$ cat src/rtl/mac_pkg.sv
// Shared constants and state encoding for the 4-bit MAC sequencer.
package mac_pkg;
    localparam int OP_W       = 4;
    localparam int ACC_W      = 8;
    localparam int MUL_CYCLES = 4;

    typedef enum logic [1:0] {
        IDLE = 2'd0,
        MUL  = 2'd1,
        DONE = 2'd2
    } state_t;
endpackage

$ cat src/rtl/brent_kung_8bit.sv
// 8-bit Brent-Kung parallel-prefix adder.
module Brent_kung_8bit (
    input  logic [7:0] a,
    input  logic [7:0] b,
    input  logic       cin,
    output logic [7:0] s,
    output logic       cout
);
    logic [7:0] g;
    logic [7:0] p;
    logic [7:0] c;
    logic g0c, g10, g20, g30, g40, g50, g60, g70;
    logic g32, p32, g54, p54, g76, p76, g74, p74;

    assign g = a & b;
    assign p = a ^ b;

    // Up-sweep: pairwise then quad group terms
    assign g0c = g[0] | (p[0] & cin);
    assign g10 = g[1] | (p[1] & g0c);
    assign g32 = g[3] | (p[3] & g[2]);
    assign p32 = p[3] & p[2];
    assign g54 = g[5] | (p[5] & g[4]);
    assign p54 = p[5] & p[4];
    assign g76 = g[7] | (p[7] & g[6]);
    assign p76 = p[7] & p[6];
    assign g30 = g32 | (p32 & g10);
    assign g74 = g76 | (p76 & g54);
    assign p74 = p76 & p54;
    assign g70 = g74 | (p74 & g30);

    // Down-sweep fills the remaining prefixes
    assign g50 = g54 | (p54 & g30);
    assign g20 = g[2] | (p[2] & g10);
    assign g40 = g[4] | (p[4] & g30);
    assign g60 = g[6] | (p[6] & g50);

    assign c    = {g60, g50, g40, g30, g20, g10, g0c, cin};
    assign s    = p ^ c;
    assign cout = g70;
endmodule

$ cat src/rtl/mac4_seq_ctrl.sv
// Shift-add MAC sequencer: one operand pair per 5 cycles through one
// shared adder, result presented after the pair flagged last.
module mac4_seq_ctrl #(
    parameter int OP_W  = mac_pkg::OP_W,
    parameter int ACC_W = mac_pkg::ACC_W,
    parameter bit SAT   = 1'b0
) (
    input  logic             clk,
    input  logic             rst,
    input  logic             in_valid,
    output logic             in_ready,
    input  logic [OP_W-1:0]  a,
    input  logic [OP_W-1:0]  b,
    input  logic             last,
    output logic             out_valid,
    input  logic             out_ready,
    output logic [ACC_W-1:0] acc_out,
    output logic             ovf,
    output logic             busy
);
    import mac_pkg::*;

    if (OP_W != 4 || ACC_W != 8) begin : g_cfg_err
        $error("mac4_seq_ctrl: OP_W must be 4 and ACC_W must be 8");
    end

    localparam logic [1:0] CNT_LAST = 2'(MUL_CYCLES - 1);

    state_t            state;
    state_t            state_nx;
    logic [1:0]        cnt;
    logic [OP_W-1:0]   a_r;
    logic [OP_W-1:0]   b_r;
    logic              last_r;
    logic [ACC_W-1:0]  acc;
    logic [ACC_W-1:0]  a_ext;
    logic [ACC_W-1:0]  y;
    logic [ACC_W-1:0]  sum;
    logic              cout;

    assign a_ext = {{(ACC_W-OP_W){1'b0}}, a_r};
    assign y     = b_r[cnt] ? (a_ext << cnt) : '0;

    Brent_kung_8bit u_add (
        .a    (acc),
        .b    (y),
        .cin  (1'b0),
        .s    (sum),
        .cout (cout)
    );

    always_ff @(posedge clk or posedge rst) begin
        if (rst) state <= IDLE;
        else     state <= state_nx;
    end

    always_comb begin
        state_nx = state;
        unique case (state)
            IDLE: if (in_valid)        state_nx = MUL;
            MUL:  if (cnt == CNT_LAST) state_nx = last_r ? DONE : IDLE;
            DONE: if (out_ready)       state_nx = IDLE;
            default:                   state_nx = IDLE;
        endcase
    end

    always_comb begin
        in_ready  = (state == IDLE) && !rst;
        out_valid = (state == DONE);
        busy      = (state != IDLE);
    end

    // Saturation latches at all-ones once any carry has been seen
    always_ff @(posedge clk or posedge rst) begin
        if (rst) begin
            cnt    <= '0;
            a_r    <= '0;
            b_r    <= '0;
            last_r <= 1'b0;
            acc    <= '0;
            ovf    <= 1'b0;
        end else begin
            unique case (state)
                IDLE: if (in_valid) begin
                    a_r    <= a;
                    b_r    <= b;
                    last_r <= last;
                    cnt    <= '0;
                end
                MUL: begin
                    cnt <= cnt + 2'd1;
                    ovf <= ovf | cout;
                    if (SAT && (cout || ovf)) acc <= '1;
                    else                      acc <= sum;
                end
                DONE: if (out_ready) begin
                    acc <= '0;
                    ovf <= 1'b0;
                end
                default: ;
            endcase
        end
    end

    assign acc_out = acc;
endmodule

$ cat config.mk
export PLATFORM = sky130hd
export DESIGN_NAME = mac4_seq_ctrl
export DESIGN_NICKNAME = d
export VERILOG_FILES = /design/src/rtl/mac_pkg.sv /design/src/rtl/brent_kung_8bit.sv /design/src/rtl/mac4_seq_ctrl.sv
export SDC_FILE = /design/constraint.sdc
export NUM_CORES = 1
export LEC_CHECK = 0
export CORE_MARGIN = 10
export CORE_UTILIZATION = 45
export DETAILED_ROUTE_END_ITERATION = 10
export GPL_TIMING_DRIVEN = 1
export PLACE_DENSITY = 0.69
export REMOVE_ABC_BUFFERS = 1
export SYNTH_ARGS = -nofsm -noshare
export SYNTH_HDL_FRONTEND = slang
export SYNTH_SLANG_ARGS = --single-unit
$ cat constraint.sdc
create_clock -name clk -period 5 [get_ports clk]
set_clock_uncertainty 0.1 [all_clocks]
set_input_delay 1 -clock clk [delete_from_list [all_inputs] [get_ports clk]]
set_output_delay 1 -clock clk [all_outputs]
set_load 0.02 [all_outputs]
# Yosys cells after proc, flatten, opt, wreduce, memory -nomap -nowiden
# Index checks and enable logic that the tools add are counted.
# Widths: inputs -> output; s select.
[word_totals]
ff_bits = 22
out_inout_bits = 12
elab_cells = 70
in_bits = 13
[op_classes]
shift = 1
reduce_logical = 10
n_mux = 14
n_bitwise = 30
add_sub_neg = 1
magnitude_cmp = 1
eq_ne = 6
[op_table]
columns = ["operator", "n"]
rows = [
  ["$mux 8", 2],
  ["$pmux 8 s2", 1],
  ["$xor 8x8->8", 2],
  ["$and 1x1->1", 15],
  ["$or 1x1->1", 12],
  ["$mux 2", 5],
  ["$and 8x8->8", 1],
  ["$shl 4x2->8", 1],
  ["$pmux 2 s3", 1],
  ["$reduce_and 2->1", 3],
  ["$reduce_bool 2->1", 3],
  ["$eq 2x2->1 const B", 2],
  ["$ne 2x2->1 const B", 2],
  ["$pmux 2 s2", 1],
  ["$lt 2x3->1 const B", 1],
  ["$reduce_and 3->1", 1],
  ["$add 2x1->2 const B", 1],
  ["$bmux 1 s2", 1],
  ["$eq 2x1->1 const B", 1],
  ["$logic_not 2->1", 1],
  ["$mux 1", 2],
  ["$ne 2x1->1 const B", 1],
  ["$pmux 1 s2", 1],
  ["$logic_and 1x1->1", 1],
  ["$logic_not 1->1", 1],
]

# Logic depth before layout (Yosys ltp)
[depth]
word_depth = 14
mapped_depth = 12
mapped_depth_nobuf = 12

# Cells and area by module
# From an unflattened synthesis, not the netlist that was laid out.
[unflattened]
hier_cells = 136
area_unflattened_um2 = 1396.3
[modules_own_cells]
columns = ["module", "cells_per_inst", "instances", "area_each_um2", "seq_area_each_um2"]
rows = [
  ["mac4_seq_ctrl", 103, 1, 1089.8, 550.5],
  ["Brent_kung_8bit", 33, 1, 306.5, 0.0],
]

# Least setup slack after synthesis
# OpenSTA, ideal clock, no wires.
[synth_path]
path_type = "reg2reg"
start = "register cnt[1]"
end = "register acc[6] (netlist: acc_out[6])"
required_ps = 4764
t_arrival_ps = 2414
synth_period_minus_slack_ps = 2650
path_stages_with_launch = 12
setup_ps = 136
path_buffers = 1
path_slack_ps = 2350
cell_sequence = "dfrtp_1 clkbuf_1 nor4b_1 ha_1 inv_1 fa_1 inv_1 a21o_1 a41o_1 fa_1 o22ai_1 a21oi_1"
[synth_between]
elab_chain_len = 12
word_cells_on_any_way = 20
classes_between = "1 x shift; 4 x mux; 15 x bitwise"
[synth_rtl]
columns = ["element", "line_no", "rtl"]
rows = [
  ["from (decl)", "mac4_seq_ctrl.sv:31", "logic [1:0] cnt;"],
  ["from (signal assigned)", "mac4_seq_ctrl.sv:91", "cnt <= cnt + 2'd1;"],
  ["$bmux 1 s2", "mac4_seq_ctrl.sv:42", "assign y = b_r[cnt] ? (a_ext << cnt) : '0;"],
  ["$mux 1 (not written as such)", "mac4_seq_ctrl.sv:42", ""],
  ["$mux 8 *", "mac4_seq_ctrl.sv:42", ""],
  ["$xor 8x8->8 / $and 8x8->8 (equally long branches)", "brent_kung_8bit.sv:16, brent_kung_8bit.sv:15", ""],
  ["$and 1x1->1", "brent_kung_8bit.sv:20", "assign g10 = g[1] | (p[1] & g0c);"],
  ["$or 1x1->1", "brent_kung_8bit.sv:20", ""],
  ["$and 1x1->1", "brent_kung_8bit.sv:27", "assign g30 = g32 | (p32 & g10);"],
  ["$or 1x1->1", "brent_kung_8bit.sv:27", ""],
  ["$and 1x1->1", "brent_kung_8bit.sv:33", "assign g50 = g54 | (p54 & g30);"],
  ["$or 1x1->1", "brent_kung_8bit.sv:33", ""],
  ["$xor 8x8->8 *", "brent_kung_8bit.sv:39", "assign s = p ^ c;"],
  ["$pmux 8 s2 *", "mac4_seq_ctrl.sv:83", "unique case (state)"],
  ["to (signal assigned)", "mac4_seq_ctrl.sv:94", "else acc <= sum;"],
  ["to (decl)", "mac4_seq_ctrl.sv:35", "logic [ACC_W-1:0] acc;"],
]
# Every way passes the cells marked *; elsewhere a longest branch is shown, timed or not. The select of a mux whose other input is x is not followed.
# A chain may end at the register's enable or synchronous reset.

# Worst setup path in the final report
[layout_path]
start = "input rst"
end = "output in_ready"
[layout_between]
elab_chain_len = 2
[layout_rtl]
columns = ["element", "line_no", "rtl"]
rows = [
  ["from (decl)", "mac4_seq_ctrl.sv:9", "input logic rst,"],
  ["$logic_not 1->1 (no line)", "--", ""],
  ["$logic_and 1x1->1", "mac4_seq_ctrl.sv:68", "in_ready = (state == IDLE) && !rst;"],
  ["to (decl)", "mac4_seq_ctrl.sv:11", "output logic in_ready,"],
]
# Every way passes these cells.

==> run metrics <==
clk buf depth 2; Resize count post-CTS 0; wire length reported by the detailed router 2856 um; cell count after placement 180; Vert. Die Dim around 75 um; number of buffers inserted by hold repair at cts 0; share of the yosys chip area belonging to registers 0.4026; starting density of the core 0.4834; number of storage elements in the synthesis netlist 22; Clk Latency, worst-skew pair 0.30 ns; final estimated routing congestion in global placement 0.8195; cell at the root of the clock tree sky130_fd_sc_hd__clkbuf_4; Period minus WS final about 3.3 ns; TritonCTS buffer count 3; post-detailed-route count of antenna-violating nets 0; overall track demand over capacity in global routing 0.1110; relative area change from synthesis to final layout 19.58%; Data arrival, critical path between 2 and 2.5 ns; relative contribution of the clock network to total power 0.068; H-Tree Depth 1; Storage cell area 550.5 sq um; final setup violation count 0; total negative setup slack 0 ns; post-DR vias/cell roughly 5.6; kind of start point of the critical path primary input; Required @ worst endpoint slightly below 4 ns; Post-synth EDFFs 0; part of the total power dissipated in combinational logic 0.597; # diodes 0; area of combinational cells with multiple inputs 745.7 sq um; area share of the largest cell type after synthesis 0.4026; post-synth design cell area about 1400 sq um; first-pass detailed-route iteration total 4; count of yosys warnings during synthesis 0; Placement Rows 19; crit path max fanout 2; Avg Inst Size Synth 10.44 sq um; wire length per cell 15.61 um; maximum number of pins on one net before global-route repair 23; headroom to the max-slew limit 0.4331; Leakage 0.7512 nW; DP Wirelength 2215 um; DRC violations left 0; Hold Fails Final Rpt 0; TritonCTS sink count 22; Post-Synthesis Cells 131; Core Box Area ~2800 sq um; category of the worst setup path capture point primary output; dominant cells by area after synthesis sky130_fd_sc_hd__dfrtp_1 40%, sky130_fd_sc_hd__mux2_2 7.4%, sky130_fd_sc_hd__ha_1 6.4%, sky130_fd_sc_hd__fa_1 5.9%, sky130_fd_sc_hd__nand2_1 4.7%; Yosys top cell by area sky130_fd_sc_hd__dfrtp_1; most instantiated flip-flop cell in the synthesis netlist sky130_fd_sc_hd__dfrtp_1; register clock-pin slew on the reported worst setup and hold paths 0.11 ns; internal power consumption 0.0006656 W; top-level port count 25; unrepaired setup endpoints after global routing false; Max Clock Freq 306.5 MHz; maximum VDD drop roughly 350 uV; post-CTS repair timing setup buffer count 0; outcome completed; final worst hold slack 0.4452 ns; reported net switching power 0.0005072 W; nets@finish 178; synth cell count leaders 22 x sky130_fd_sc_hd__dfrtp_1, 17 x sky130_fd_sc_hd__nand2_1, 10 x sky130_fd_sc_hd__inv_1; IO Port Bufs 24; Tightest Pin Transition 0.8494 ns; global-route wire length before repair 4974 um; switching fraction of total power 0.4324; fraction of synthesis flops using an asynchronous set or reset pin 1.000; vias post-DR 1018; ratio of final minimum period to clock period 0.6525; most common cell in the netlist sky130_fd_sc_hd__dfrtp_1; TritonCTS clock tree yes; worst setup path class in -> out; global route total overflow 0; worst min-delay path category reg -> reg; total die area 5644 sq um; count of non-filler cells in the finished layout 183; starting DRC count in detailed routing 40; fraction of layout cells with a size suffix above 1 0.1118; pwr dens 717.2 nW/um^2; Pwr Total 0.001173 W; filler instances 247; via count of the first global-routing pass 1094; antenna violations before repair 0; Die Width between 70 and 80 um; Final Slew Violations 0; MaxCap Viol Count 0; number of library cell types mapped by synthesis 35; sequential cell fraction of total power 0.336
[worst max-delay path, cell delays in order]
cell and delay, ns:
sky130_fd_sc_hd__clkdlybuf4s50_1 0.42, sky130_fd_sc_hd__nor2_1 0.12, sky130_fd_sc_hd__clkdlybuf4s50_1 0.63
[power by group through the flow]
stage,Sequential [W],Combinational (W),Clock [W]
4_1_cts,0.000394,0.000713,0.0000814
2_1_floorplan,0.000404,0.000483,0
6_report,0.000394,0.000700,0.0000792
5_1_grt,0.000415,0.000788,0.0000907
3_5_place_dp,0.000398,0.000710,0
3_3_place_gp,0.000393,0.000676,0
[final timing paths]
| kind | startpoint | endpoint | slack, ns | cells after the start |
|---|---|---|---|---|
| worst max-delay path | rst | in_ready | 1.74 | 3 |
| worst min-delay path | last_r$_DFFE_PP0P_ | last_r$_DFFE_PP0P_ | 0.45 | 1 |
| min in group asynchronous | rst | cnt[1]$_DFFE_PP0P_ | 1.09 | 2 |
| worst min register to register | last_r$_DFFE_PP0P_ | last_r$_DFFE_PP0P_ | 0.45 | 1 |
| max in group asynchronous | rst | a_r[1]$_DFFE_PP0P_ | 3.19 | 2 |
| worst max register to register | cnt[0]$_DFFE_PP0P_ | acc_out[6]$_DFFE_PP0P_ | 2.00 | 9 |
[cells by family after synthesis]
family / Yosys count / synth area share
DFF: 22 / 0.4026
muxes: 12 / 0.1144
xor gates and xnor gates: 2 / 0.01281
adders and majority gates: 11 / 0.1226
buffers and inverters: 16 / 0.05215
and+or+nand+nor: 37 / 0.1400
AOI/OAI and AO/OA: 31 / 0.1555
[flip-flops by register name, summed over array words and instances, names as in the netlist]
signal,cells
acc_out,8
a_r,4
b_r,4
cnt,2
state,2
last_r,1
ovf,1
[through the flow]
step | utilization | worst slack [ns] | instance area, sq um
floorplan | - | 2.199 | 1334
global placement | 0.5701 | 1.770 | 1613
detailed placement | 0.5701 | 1.739 | 1613
CTS | 0.5781 | 1.727 | 1635
global route | 0.5781 | 1.643 | 1635
finish | 0.5781 | 1.737 | 1635
[cell usage in the layout (no fill, tap or decap), types with 4 or more instances in the layout]
| cell type | Yosys | layout |
|---|---|---|
| sky130_fd_sc_hd__a21oi_1 | 7 | 7 |
| sky130_fd_sc_hd__clkdlybuf4s50_1 | 0 | 24 |
| sky130_fd_sc_hd__dfrtp_1 | 22 | 22 |
| sky130_fd_sc_hd__fa_1 | 4 | 4 |
| sky130_fd_sc_hd__ha_1 | 7 | 7 |
| sky130_fd_sc_hd__inv_1 | 10 | 10 |
| sky130_fd_sc_hd__mux2_2 | 9 | 9 |
| sky130_fd_sc_hd__nand2_1 | 17 | 17 |
| sky130_fd_sc_hd__nor2_1 | 5 | 5 |
| sky130_fd_sc_hd__o21ai_0 | 6 | 6 |
| sky130_fd_sc_hd__o22ai_1 | 4 | 4 |
[per-layer routing]
layer	global-route usage	vias up	routed length, um	share of wire
met2	0.1790	18	1410	0.49
met5	0	-	0	0
li1	-	504	-	-
met1	0.1406	494	1290	0.45
met3	0.03285	2	141	0.049
met4	0.03151	0	14	0.0049
[final cells by class]
type                       instances  area share
timing repair buffer              24      0.1469
clock buffer                       3     0.01377
sequential                        22      0.3366
inverter                          10     0.02295
multi-input combinational         93      0.4560
tap                               31     0.02372
Note: power is estimated with default switching activity, not from simulation.
